[config.mk]
export PLATFORM = sky130hd
export DESIGN_NAME = pwm_modulator_mc
export DESIGN_NICKNAME = d
export VERILOG_FILES = /design/src/rtl/pwm_modulator_mc.sv
export SDC_FILE = /design/constraint.sdc
export NUM_CORES = 1
export LEC_CHECK = 0
export ABC_AREA = 1
export CAP_MARGIN = 20
export CORE_MARGIN = 10
export CORE_UTILIZATION = 60
export DETAILED_ROUTE_END_ITERATION = 6
export PLACE_DENSITY = 0.79
export RECOVER_POWER = 25
export SETUP_SLACK_MARGIN = 0.4
export SYNTH_ARGS = -nofsm -noshare
export SYNTH_HDL_FRONTEND = slang
export SYNTH_SLANG_ARGS = --single-unit
[constraint.sdc]
create_clock -name m_axis_aud_aclk -period 3.5 [get_ports m_axis_aud_aclk]
set_clock_uncertainty 0.2 [all_clocks]
set_input_delay 0.7 -clock m_axis_aud_aclk [delete_from_list [all_inputs] [get_ports m_axis_aud_aclk]]
set_output_delay 0.7 -clock m_axis_aud_aclk [all_outputs]
set_load 0.01 [all_outputs]
[src/rtl/pwm_modulator_mc.sv]
// Multi-channel audio PWM modulator.
// Takes 24-bit signed audio beats over AXI-Stream and steers each one by tid
// into that channel's sample FIFO. On every frame tick, each channel pops one
// sample into its hold register. Each channel drives a registered PWM output
// by comparing the held sample against a shared free-running counter. The
// counter is used either as a linear ramp or bit-reversed.
//
// Ports:
//   m_axis_aud_aclk    clock
//   m_axis_aud_areset  synchronous active-high reset
//   m_axis_aud_tvalid  AXIS valid
//   m_axis_aud_tid     channel select; ids >= NUM_CH are accepted and dropped
//   m_axis_aud_tdata   audio word, signed sample in [27:4]
//   m_axis_aud_tready  AXIS ready (no channel FIFO full)
//   pwm_out            per-channel PWM outputs
//   frame_tick         one-cycle pulse at each frame boundary
//   underrun           per-channel pulse, FIFO was empty at the last tick
module pwm_modulator_mc #(
   parameter int unsigned NUM_CH        = 2,
   parameter int unsigned SAMPLE_W      = 16,
   parameter int unsigned FRAME_LEN     = 2268,
   parameter int unsigned FIFO_DEPTH    = 4,
   parameter int unsigned CNT_MODE      = 1,
   parameter int unsigned UNDERRUN_MODE = 0
) (
   input  logic                m_axis_aud_aclk,
   input  logic                m_axis_aud_areset,
   input  logic                m_axis_aud_tvalid,
   input  logic [2:0]          m_axis_aud_tid,
   input  logic [31:0]         m_axis_aud_tdata,
   output logic                m_axis_aud_tready,
   output logic [NUM_CH-1:0]   pwm_out,
   output logic                frame_tick,
   output logic [NUM_CH-1:0]   underrun
);

   localparam int unsigned AW = $clog2(FIFO_DEPTH);
   localparam int unsigned CW = $clog2(FIFO_DEPTH + 1);
   localparam int unsigned TW = $clog2(FRAME_LEN);
   localparam logic [TW-1:0]       TIMER_MAX = TW'(FRAME_LEN - 1);
   localparam logic [SAMPLE_W-1:0] MID_SCALE = SAMPLE_W'(1) << (SAMPLE_W - 1);

   logic                run_q;
   logic [TW-1:0]       timer_q;
   logic [TW-1:0]       timer_d;
   logic [SAMPLE_W-1:0] cnt_q;
   logic [SAMPLE_W-1:0] cnt_rev;
   logic [SAMPLE_W-1:0] cmp;
   logic [SAMPLE_W-1:0] in_sample;

   logic [SAMPLE_W-1:0] fifo_mem   [NUM_CH][FIFO_DEPTH];
   logic [AW-1:0]       wr_ptr     [NUM_CH];
   logic [AW-1:0]       rd_ptr     [NUM_CH];
   logic [CW-1:0]       count_q    [NUM_CH];
   logic [CW-1:0]       count_d    [NUM_CH];
   logic [SAMPLE_W-1:0] sample_reg [NUM_CH];
   logic [NUM_CH-1:0]   push;
   logic [NUM_CH-1:0]   pop;
   logic [NUM_CH-1:0]   empty;
   logic [NUM_CH-1:0]   full_d;

   // Only the retained sample bits are consumed
   wire unused_tdata = ^m_axis_aud_tdata;

   // Signed sample to offset binary: invert the sign bit, keep the top bits
   generate
      if (SAMPLE_W == 1) begin : g_w1
         assign in_sample = ~m_axis_aud_tdata[27];
      end else begin : g_wn
         assign in_sample = {~m_axis_aud_tdata[27], m_axis_aud_tdata[26 -: SAMPLE_W-1]};
      end
   endgenerate

   // Frame timer. run_q holds the timer at FRAME_LEN-1 for the first cycle
   // out of reset, so the first tick lands FRAME_LEN cycles after release.
   always_comb begin
      timer_d = timer_q;
      if (run_q) begin
         timer_d = (timer_q == '0) ? TIMER_MAX : timer_q - TW'(1);
      end
   end

   // Compare value: the linear counter, or the counter with its bits reversed
   always_comb begin
      cnt_rev = '0;
      for (int i = 0; i < int'(SAMPLE_W); i++) begin
         cnt_rev[i] = cnt_q[SAMPLE_W-1-i];
      end
      cmp = (CNT_MODE == 0) ? cnt_q : cnt_rev;
   end

   // Per-channel push/pop decode and next occupancy
   always_comb begin
      for (int c = 0; c < int'(NUM_CH); c++) begin
         push[c]    = m_axis_aud_tvalid && m_axis_aud_tready && (m_axis_aud_tid == 3'(c));
         empty[c]   = (count_q[c] == '0);
         pop[c]     = frame_tick && !empty[c];
         count_d[c] = count_q[c] + CW'(push[c]) - CW'(pop[c]);
         full_d[c]  = (count_d[c] == CW'(FIFO_DEPTH));
      end
   end

   // Timer, counter and frame tick
   always_ff @(posedge m_axis_aud_aclk) begin
      if (m_axis_aud_areset) begin
         run_q      <= 1'b0;
         timer_q    <= TIMER_MAX;
         cnt_q      <= '0;
         frame_tick <= 1'b0;
      end else begin
         run_q      <= 1'b1;
         timer_q    <= timer_d;
         cnt_q      <= cnt_q + SAMPLE_W'(1);
         frame_tick <= (timer_d == '0);
      end
   end

   // FIFO pointers, sample hold registers and outputs
   always_ff @(posedge m_axis_aud_aclk) begin
      if (m_axis_aud_areset) begin
         m_axis_aud_tready <= 1'b0;
         pwm_out           <= '0;
         underrun          <= '0;
         for (int c = 0; c < int'(NUM_CH); c++) begin
            wr_ptr[c]     <= '0;
            rd_ptr[c]     <= '0;
            count_q[c]    <= '0;
            sample_reg[c] <= MID_SCALE;
         end
      end else begin
         m_axis_aud_tready <= ~|full_d;
         for (int c = 0; c < int'(NUM_CH); c++) begin
            count_q[c] <= count_d[c];
            if (push[c]) begin
               wr_ptr[c] <= wr_ptr[c] + AW'(1);
            end
            if (pop[c]) begin
               rd_ptr[c]     <= rd_ptr[c] + AW'(1);
               sample_reg[c] <= fifo_mem[c][rd_ptr[c]];
            end else if (frame_tick && (UNDERRUN_MODE != 0)) begin
               sample_reg[c] <= MID_SCALE;
            end
            underrun[c] <= frame_tick && empty[c];
            pwm_out[c]  <= (sample_reg[c] > cmp);
         end
      end
   end

   // Sample storage, no reset needed
   always_ff @(posedge m_axis_aud_aclk) begin
      for (int c = 0; c < int'(NUM_CH); c++) begin
         if (push[c]) begin
            fifo_mem[c][wr_ptr[c]] <= in_sample;
         end
      end
   end

endmodule

==> impl_metrics.py <==
metrics = {
    "run_status": {
        "status": "finished clean",
    },
    "clock_network": {
        "numCtsBuffers": 21,
        "clock_latency_ps": 490,
        "root_buffer": "clkbuf_16",
        "tritoncts": "done",
        "clock_sinks": 209,
        "ctsResizeCount": 0,
        "clk_pin_slew_worst_paths_ps": 60,
        "cts_buffer_depth": 3,
        "cts_setup_buffers": 0,
        "ctsHtreeMaxLevel": 1,
        "postCtsHoldBufs": 0,
    },
    "global_route": {
        "grt_pass1_wl_um": 29100,
        "track_usage_pct": 18.0,
        "use_met2_pct": 32.3,
        "busiest_layer": "met2",
        "grtUsageMet3_pct": 2.97,
        "gr-total-overflow": 0,
        "antenna_found_initial": 0,
        "first_global_vias": 6003,
        "met1_usage_pct": 21.7,
        "grt_start_max_net_pins": 36,
    },
    "worst_setup_path": {
        "path_max_fanout": 2,
        "rr_endpoint": "m_axis_aud_tready",
        "crit_arrival_ps": 2920,
        "critPathLaunchType": "primary input",
        "path_class": "in2reg",
        "r2r_setup_slack_ps": 980,
        "required_ps": 3720,
        "r2r.worst_path.cells": 11,
        "crit_path_start": "m_axis_aud_tvalid",
        "reg2reg_from": "count_q[0][0]",
        "end_kind": "flop",
    },
    "sta": {
        "report.final.hold_viol_count": 0,
        "fin_tns_setup_ps": 0,
        "finalMaxSlewViolations": 0,
        "slew_headroom_pct": 29.1,
        "grt_setup_unrepaired": "false",
        "period_minus_slack_ps": 2710,
        "clock.fmax_mhz": 369,
        "setup_viol": 0,
        "worst_slew_pin_slew_ps": 1060,
        "min_period_over_period_pct": 77.4,
    },
    "floorplanning": {
        "fp.dieH_um": 143,
        "row_count": 45,
        "die_area_sq_mm": 0.0205,
        "num_io_pins": 44,
        "die_w_um": 143,
        "initial_core_util_pct": 60.7,
        "fp.coreArea_sq_mm": 0.0150,
    },
    "drt": {
        "dr.pass1.iters": 5,
        "routed_wl_um": 18200,
        "avgViaCountPerCell": 5.54,
        "wire_per_inst_um": 16.7,
        "final_antenna_net_count": 0,
        "first_iter_violations": 533,
        "drcViolationCount": 0,
        "vias": 6039,
    },
    "yosys": {
        "syn_area_per_cell_sq_um": 10.7,
        "ys_seq_area_share_pct": 64.3,
        "synth_edf_count": 168,
        "synth_cell_type_count": 33,
        "yosysWarningCount": 0,
        "synth_cells": 849,
        "ys_async_sr_fraction_pct": 0,
        "synth.cell_area_sq_mm": 0.00912,
        "syn_nets": 936,
        "synth_flop_cell": "edfxtp_1",
        "ys_ff_latch": 209,
    },
    "cells_and_area": {
        "fin_nets": 977,
        "antenna_cells": 0,
        "drive_gt1_share_pct": 7.86,
        "stdcell_count": 1091,
        "largest_reg_flops": 128,
        "area_growth_pct": 13.4,
    },
    "worst_hold_path": {
        "min_to": "cnt_q[0]",
        "holdPathStages": 1,
        "hold_class": "reg2reg",
        "hold_start": "cnt_q[0]",
    },
    "power_and_ir_drop": {
        "irDropWorstVdd_mv": 0.653,
        "cellPowerDensity_mw_per_mm2": 510,
        "p_leak_nw": 3.81,
    },
    "placed_design": {
        "gp_congestion": 0.845,
        "port_buffers": 27,
        "place_inst": 1055,
        "hpwl_um": 11600,
    },
    "flow_run": {
        "cap_violations": 0,
    },
}
-- worst max-delay path by stage --
stage,end,depth (start not counted)
2_1_floorplan,rd_ptr[0][0],4
3_5_place_dp,m_axis_aud_tready,12
4_1_cts,m_axis_aud_tready,12
5_1_grt,m_axis_aud_tready,12
3_3_place_gp,m_axis_aud_tready,12
6_report,m_axis_aud_tready,12
-- cells in the mapped netlist (6+ instances only) --
cell / number / area (sq um)
nor2_1: 192 / 721
clkbuf_1: 15 / 56.3
edfxtp_1: 168 / 5040
nor2_2: 8 / 50.1
o21ai_0: 81 / 405
buf_2: 8 / 40.0
nand2_1: 75 / 282
ha_1: 47 / 588
nor3_1: 6 / 30.0
nand4_1: 6 / 37.5
a21oi_1: 61 / 305
nand3_1: 21 / 105
dfxtp_1: 41 / 821
nand3_2: 6 / 60.1
inv_1: 80 / 300
-- cell type report --
class / count / area [sq um]
flip-flops and latches: 209 / 5870
fillers: 1029 / 4690
multi-input cells: 528 / 2820
clock buffers: 26 / 544
repair buffers: 45 / 405
inverters: 85 / 319
well taps: 188 / 235
clock inverters: 10 / 155
-- per-stage QoR --
stage	total power, W	instance area, sq um	util, %	hold slack, ps	setup slack, ps
global route	0.00545	10300	68.8	327	569
finish	0.00528	10300	68.8	274	793
global placement	0.00303	9650	64.2	257	442
detailed placement	0.00304	9650	64.2	267	337
CTS	0.00530	10300	68.8	281	771
floorplan	0.00294	9120	-	240	912
-- where the power goes --
group / switching [W] / internal, W
sequential: 0.0000198 / 0.00272
combinational: 0.000163 / 0.0000909
clock: 0.000888 / 0.00140
-- placed cells by master, fill, tap and decap left out, drive strengths merged, types with 3 or more instances in the layout --
master / instances
a21oi: 61
a31oi: 3
buf: 18
bufinv: 4
clkbuf: 26
clkdlybuf4s50: 15
clkinv: 5
clkinvlp: 3
dfxtp: 41
dlygate4sd3: 12
edfxtp: 168
ha: 47
inv: 83
nand2: 77
nand3: 27
nand4: 6
nor2: 202
nor3: 6
o21ai: 82
xor2: 5
-- kinds of logic after synthesis --
group                      Yosys count  share of synthesized area, %
adders and majority gates           49                          6.89
and+or+nand+nor                    321                          14.7
buffers and inverters              112                          4.84
AOI/OAI and AO/OA                  151                          8.53
xor gates and xnor gates             7                         0.672
DFF                                209                          64.3
-- worst max-delay path, stage by stage --
cell	delay, ps
clkdlybuf4s50_1	470
nand2_1	50
nor3_1	200
inv_1	90
nor2_1	180
ha_1	180
inv_1	50
fa_1	380
xnor2_1	190
xor2_1	210
nor2_1	70
a21oi_1	160
-- per-layer routing --
layer / up-vias / wire, um
met1: 2838 / 7500
met5: - / 0
met2: 202 / 9000
met3: 35 / 1340
li1: 2964 / -
met4: 0 / 366
No activity file was read; power rests on OpenSTA's default activity.
==> edit 1 (same settings) <==
`UNDERRUN_MODE`: 0 -> 1.
--- a/src/rtl/pwm_modulator_mc.sv
+++ b/src/rtl/pwm_modulator_mc.sv
@@ -21,7 +21,7 @@
    parameter int unsigned FRAME_LEN     = 2268,
    parameter int unsigned FIFO_DEPTH    = 4,
    parameter int unsigned CNT_MODE      = 1,
-   parameter int unsigned UNDERRUN_MODE = 0
+   parameter int unsigned UNDERRUN_MODE = 1
 ) (
    input  logic                m_axis_aud_aclk,
    input  logic                m_axis_aud_areset,
Behaviour: same outputs for any inputs over 10 cycles, from zero or initial values and one cycle with m_axis_aud_areset high; that may be too few to reach the edited logic, so the function may still have changed.
==> edit 1 against the original RTL <==
- non-clock buffer count shrank 4
- sequential cell count is the same
- clock power shrank 8%
- cell area shrank 0.51%
- synthesized area grew 0.27%
- total power shrank 5.6%
- routed wire length shrank 4.1%
- worst hold slack lost 0.019 ns
- setup slack gained 0.24 ns
- register-to-register slack gained 0.14 ns
- critical path type unchanged
- largest cell class unchanged
- largest power group unchanged
==> edit 1: results (changes against the original RTL) <==
- Outcome: finished, final reports clean
- Number of logic inverters in the finished layout: 86 (+1.2%)
- Global-route wire length before repair: 28600 microns (-1.7%)
- Setup WS pre-CTS: 0.513 ns (+0.176 ns)
- EDFF count, synth: 152 (-9.5%)
- Worst R2R Path Depth: 10 (-1)
- Initial DRC count: 404 (-24%)
- Final cell count without fillers: 1111 (+1.8%)
- Total area of multi-input combinational cells: 2990 sq um (+6.1%)
- Routability cong.: 0.804 (-4.9%)
- Total GRT Usage: 0.173 (-0.00735)
- Non-clock buffering overhead: 0.0365 (-0.00272)
- ClkCell Share: 0.0643 (-0.00330)
- Vias in the first global route: 5993 (-0.17%)
- Final core occ: 0.682 (-0.00605)
- Synth Area per Inst: 10.5 sq um (-2.1%)
- Nets: 995 (+1.8%)
- Synth top area cells: edfxtp_1 50%, dfxtp_1 12%, nor2_1 6.6%, ha_1 6.4%, o21ai_0 4.2%
- Seq/total area: 0.554 (-0.0127)
- Drt wl/cell: 15.7 microns (-5.8%)
- DRT Pass-1 Iters: 4 (-1)
- Fill cells: 1118 (+8.6%)
- Bufs w/o clock: 41 (-8.9%)
- Worst setup margin: 1.03 ns (+0.239 ns)
- CP top delay family: simple AND/OR/NAND/NOR gates
- Met2 WL: 8630 microns (-4.2%)
- Worst R2R Setup Slack: 1.12 ns (+0.14 ns)
- Syn_nets: 957 (+2.2%)
- Met3 wire len: 1070 microns (-20%)
- Synth unique cells: 35 (+6.1%)
- Commonest cells post-synth: 160 x nor2_1, 152 x edfxtp_1, 101 x nand2_1
- Share of total power in sequential cells: 0.540 (+0.021)
- Seq/Total Area, Yosys: 0.624 (-0.0193)
- Peak supply drop: 0.000445 V (-32%)
- Layout cells sized above 1: 0.0845 (+0.00588)
==> edit 1: cell count changes in the layout (fill, tap and decap cells not counted), moves of 5 or more <==
cell      change
edfxtp_1     -16
nand3_2       -5
nand3_1       +5
nand2_1      +26
nor2_1       -32
dfxtp_1      +16
o22ai_1      +15
==> edit 1: worst paths after layout <==
check / startpoint / end
setup / recovery: m_axis_aud_tvalid / m_axis_aud_tready
hold / removal: count_q[0][0] / underrun[0]
setup reg to reg: count_q[0][1] / m_axis_aud_tready
hold reg to reg: count_q[0][0] / underrun[0]
==> edit 1: kinds of logic after synthesis <==
group	after synthesis	synth area share
xor+xnor	8	0.00766
simple gates	330	0.158
buf+inv	113	0.0490
fa+ha+maj	49	0.0687
flops	209	0.624
compound gates	161	0.0924
==> edit 1: routing by layer <==
layer  GRT usage  vias up
li1            -     3051
met1       0.212     2886
met2       0.305      174
met3      0.0310       18
met4      0.0489        0
met5           0        -
==> edit 2 (config.mk and constraints unchanged) <==
Made on the original files. Reset style: asynchronous (`m_axis_aud_areset`), changed in 2 clocked blocks. Comments in the files are not updated.
--- a/src/rtl/pwm_modulator_mc.sv
+++ b/src/rtl/pwm_modulator_mc.sv
@@ -101,7 +101,7 @@
    end
 
    // Timer, counter and frame tick
-   always_ff @(posedge m_axis_aud_aclk) begin
+   always_ff @(posedge m_axis_aud_aclk or posedge m_axis_aud_areset) begin
       if (m_axis_aud_areset) begin
          run_q      <= 1'b0;
          timer_q    <= TIMER_MAX;
@@ -116,7 +116,7 @@
    end
 
    // FIFO pointers, sample hold registers and outputs
-   always_ff @(posedge m_axis_aud_aclk) begin
+   always_ff @(posedge m_axis_aud_aclk or posedge m_axis_aud_areset) begin
       if (m_axis_aud_areset) begin
          m_axis_aud_tready <= 1'b0;
          pwm_out           <= '0;
Formal check against the unedited RTL: differs if m_axis_aud_areset is asserted again (counterexample within 4 cycles, from zero or initial values and one cycle with m_axis_aud_areset high); with m_axis_aud_areset held inactive, the same outputs for 10 cycles.
==> edit 2 against the original RTL <==
- routed wire length rose by 2.8%
- die area up 1.1%
- synthesized area grew 1.3%
- sequential cell count unchanged
- maximum frequency shrank 3.5%
- the run now ends with capacitance limit, slew limit left
- setup slack got worse by 0.097 ns
- sequential share of layout area down 0.49 points
- cell area up 1.1%
Power is not compared: it rests on default switching activity, and its combinational part moved more than twofold at a synthesized area within 25%.
==> edit 2: results (changes against the original RTL) <==
- DP Area: 9740 sq um (+0.93%)
- Measured slew at the worst slew-check pin: 1.55 ns (+0.489 ns)
- Vias in the first global route: 6171 (+2.8%)
- Syn_nets: 929 (-0.75%)
- Critical path arrival: 3.01 ns (+0.09 ns)
- Slew Viols, Final: 32 (+32)
- M2 GR Usage: 0.333 (+0.0101)
- Synth top area cells: edfxtp_1 42%, dfrtp_1 19%, nor2_1 8.2%, ha_1 6.4%, o21ai_0 3.5%
- Antenna violations before repair: 0 (unchanged)
- Nets: 969 (-0.82%)
- Async set-reset flop share out of synthesis: 0.388 (+0.388)
- # clk buffers: 28 (+7.7%)
- Non-clock buffering overhead: 0.0385 (-0.000684)
- Total area of multi-input combinational cells: 2910 sq um (+3.1%)
- EDFF count, synth: 128 (-24%)
- Port-buffer cells: 27 (unchanged)
- Global-route wire length before repair: 30500 microns (+4.8%)
- Top layer in use: met4
- Met2 WL: 9540 microns (+6.0%)
- Detailed placement HPWL: 11900 microns (+2.3%)
- Clock slew at reported path FFs: 0.06 ns (about the same)
- Number of logic inverters in the finished layout: 80 (-5.9%)
- Outcome: complete, but fails checks
- Total GRT Usage: 0.186 (+0.00612)
- Maxcap violations: 1 (+1)
- CTS H-tree depth: 1 (unchanged)
- FF+latch area: 5880 sq um (+0.28%)
- Multi-input gate count: 526 (-0.38%)
- ClkCell Share: 0.0701 (+0.00246)
- Layout cells sized above 1: 0.0891 (+0.0105)
- Largest register FFs: 128 (unchanged)
- Multi-input logic portion of the cell area: 0.278 (+0.00515)
- Bufs w/o clock: 43 (-4.4%)
- Inserted Clock Buffers: 22 (+4.8%)
- Seq/Total Area, Yosys: 0.637 (-0.00660)
- Leak: ~4.4 nW
- Met1 usage: 0.219 (+0.00181)
- CP top delay family: adder cells
- Num sequential: 209 (unchanged)
- Peak supply drop: between 0.0004 and 0.0005 V
- Met3 wire len: 1120 microns (-17%)
- DRT met1 WL: 7480 microns (-0.31%)
- Commonest cells post-synth: 202 x nor2_1, 128 x edfxtp_1, 76 x inv_1
- Clock latency at the later pin of the worst-skew pair: 0.52 ns (+0.03 ns)
- Failing checks: capacitance limit, slew limit
- Synth unique cells: 37 (+12%)
- CP max stage delay: 0.44 ns (-0.03 ns)
- WL final: 18700 microns (+2.8%)
- Via/cell ratio: 5.53 (-0.11%)
- Worst min path class: reg -> reg
- Fill cells: 1042 (+1.3%)
- Slowest-stage cell, CP: clkdlybuf4s50_1
- Largest net degree at the start of global routing: 51 (+42%)
- CTS max path bufs: 3 (unchanged)
- Initial DRC count: 406 (-24%)
- CP Max Fanout: 2 (unchanged)
- Met3 Use GR: 0.0351 (+0.00539)
- Routability cong.: 0.812 (-3.9%)
## edit 2: changes by cell type in the layout (fill, tap and decap cells not counted), sizes merged, moves of 12 or more
cell and change:
edfxtp -40, xor2 +12, a21oi -42, dfxtp -41, a31oi +29, dfrtp +72
## edit 2: final timing paths
path | start | end | slack (ns) | depth (start not counted)
hold / removal | cnt_q[0] | cnt_q[0] | 0.31 | 1
setup reg to reg | count_q[4] | m_axis_aud_tready | 0.71 | 10
min in group asynchronous | m_axis_aud_areset | underrun[0] | 0.80 | 2
setup / recovery | m_axis_aud_tid[2] | m_axis_aud_tready | 0.70 | 13
hold reg to reg | cnt_q[0] | cnt_q[0] | 0.31 | 1
max in group asynchronous | m_axis_aud_areset | timer_q[11] | 1.39 | 3
## edit 2: stage by stage
step                      setup WS [ns]  cells  hold WS, ns
after CTS                         0.591   1086        0.316
after floorplan                   0.535    842        0.277
final                             0.695   1086        0.308
after global routing              0.442   1086        0.337
after global placement            0.368   1046        0.305
after detailed placement          0.283   1046        0.308
## edit 2: cell families after synthesis
kind of cell | count (synthesis) | share of synthesized area
xor gates and xnor gates | 22 | 0.0209
buffers and inverters | 107 | 0.0481
adders and majority gates | 49 | 0.0680
and+or+nand+nor | 326 | 0.151
other | 1 | 0.000406
AOI/OAI and AO/OA | 128 | 0.0747
DFF | 209 | 0.637
## edit 2: timing repair
action	4_1_cts	5_1_grt
endpoints found under the setup margin	0	1
hold buffers	0	0
endpoints found under the hold margin	0	0
resized for setup	0	2
## edit 2: power breakdown
group,internal [W],total (W),leakage [nW],switching [W]
logic,0.000261,0.000697,1.83,0.000435
registers,0.00281,0.00293,2.20,0.000121
clock network,0.00139,0.00233,0.355,0.000934
total,0.00446,0.00596,4.39,0.00149
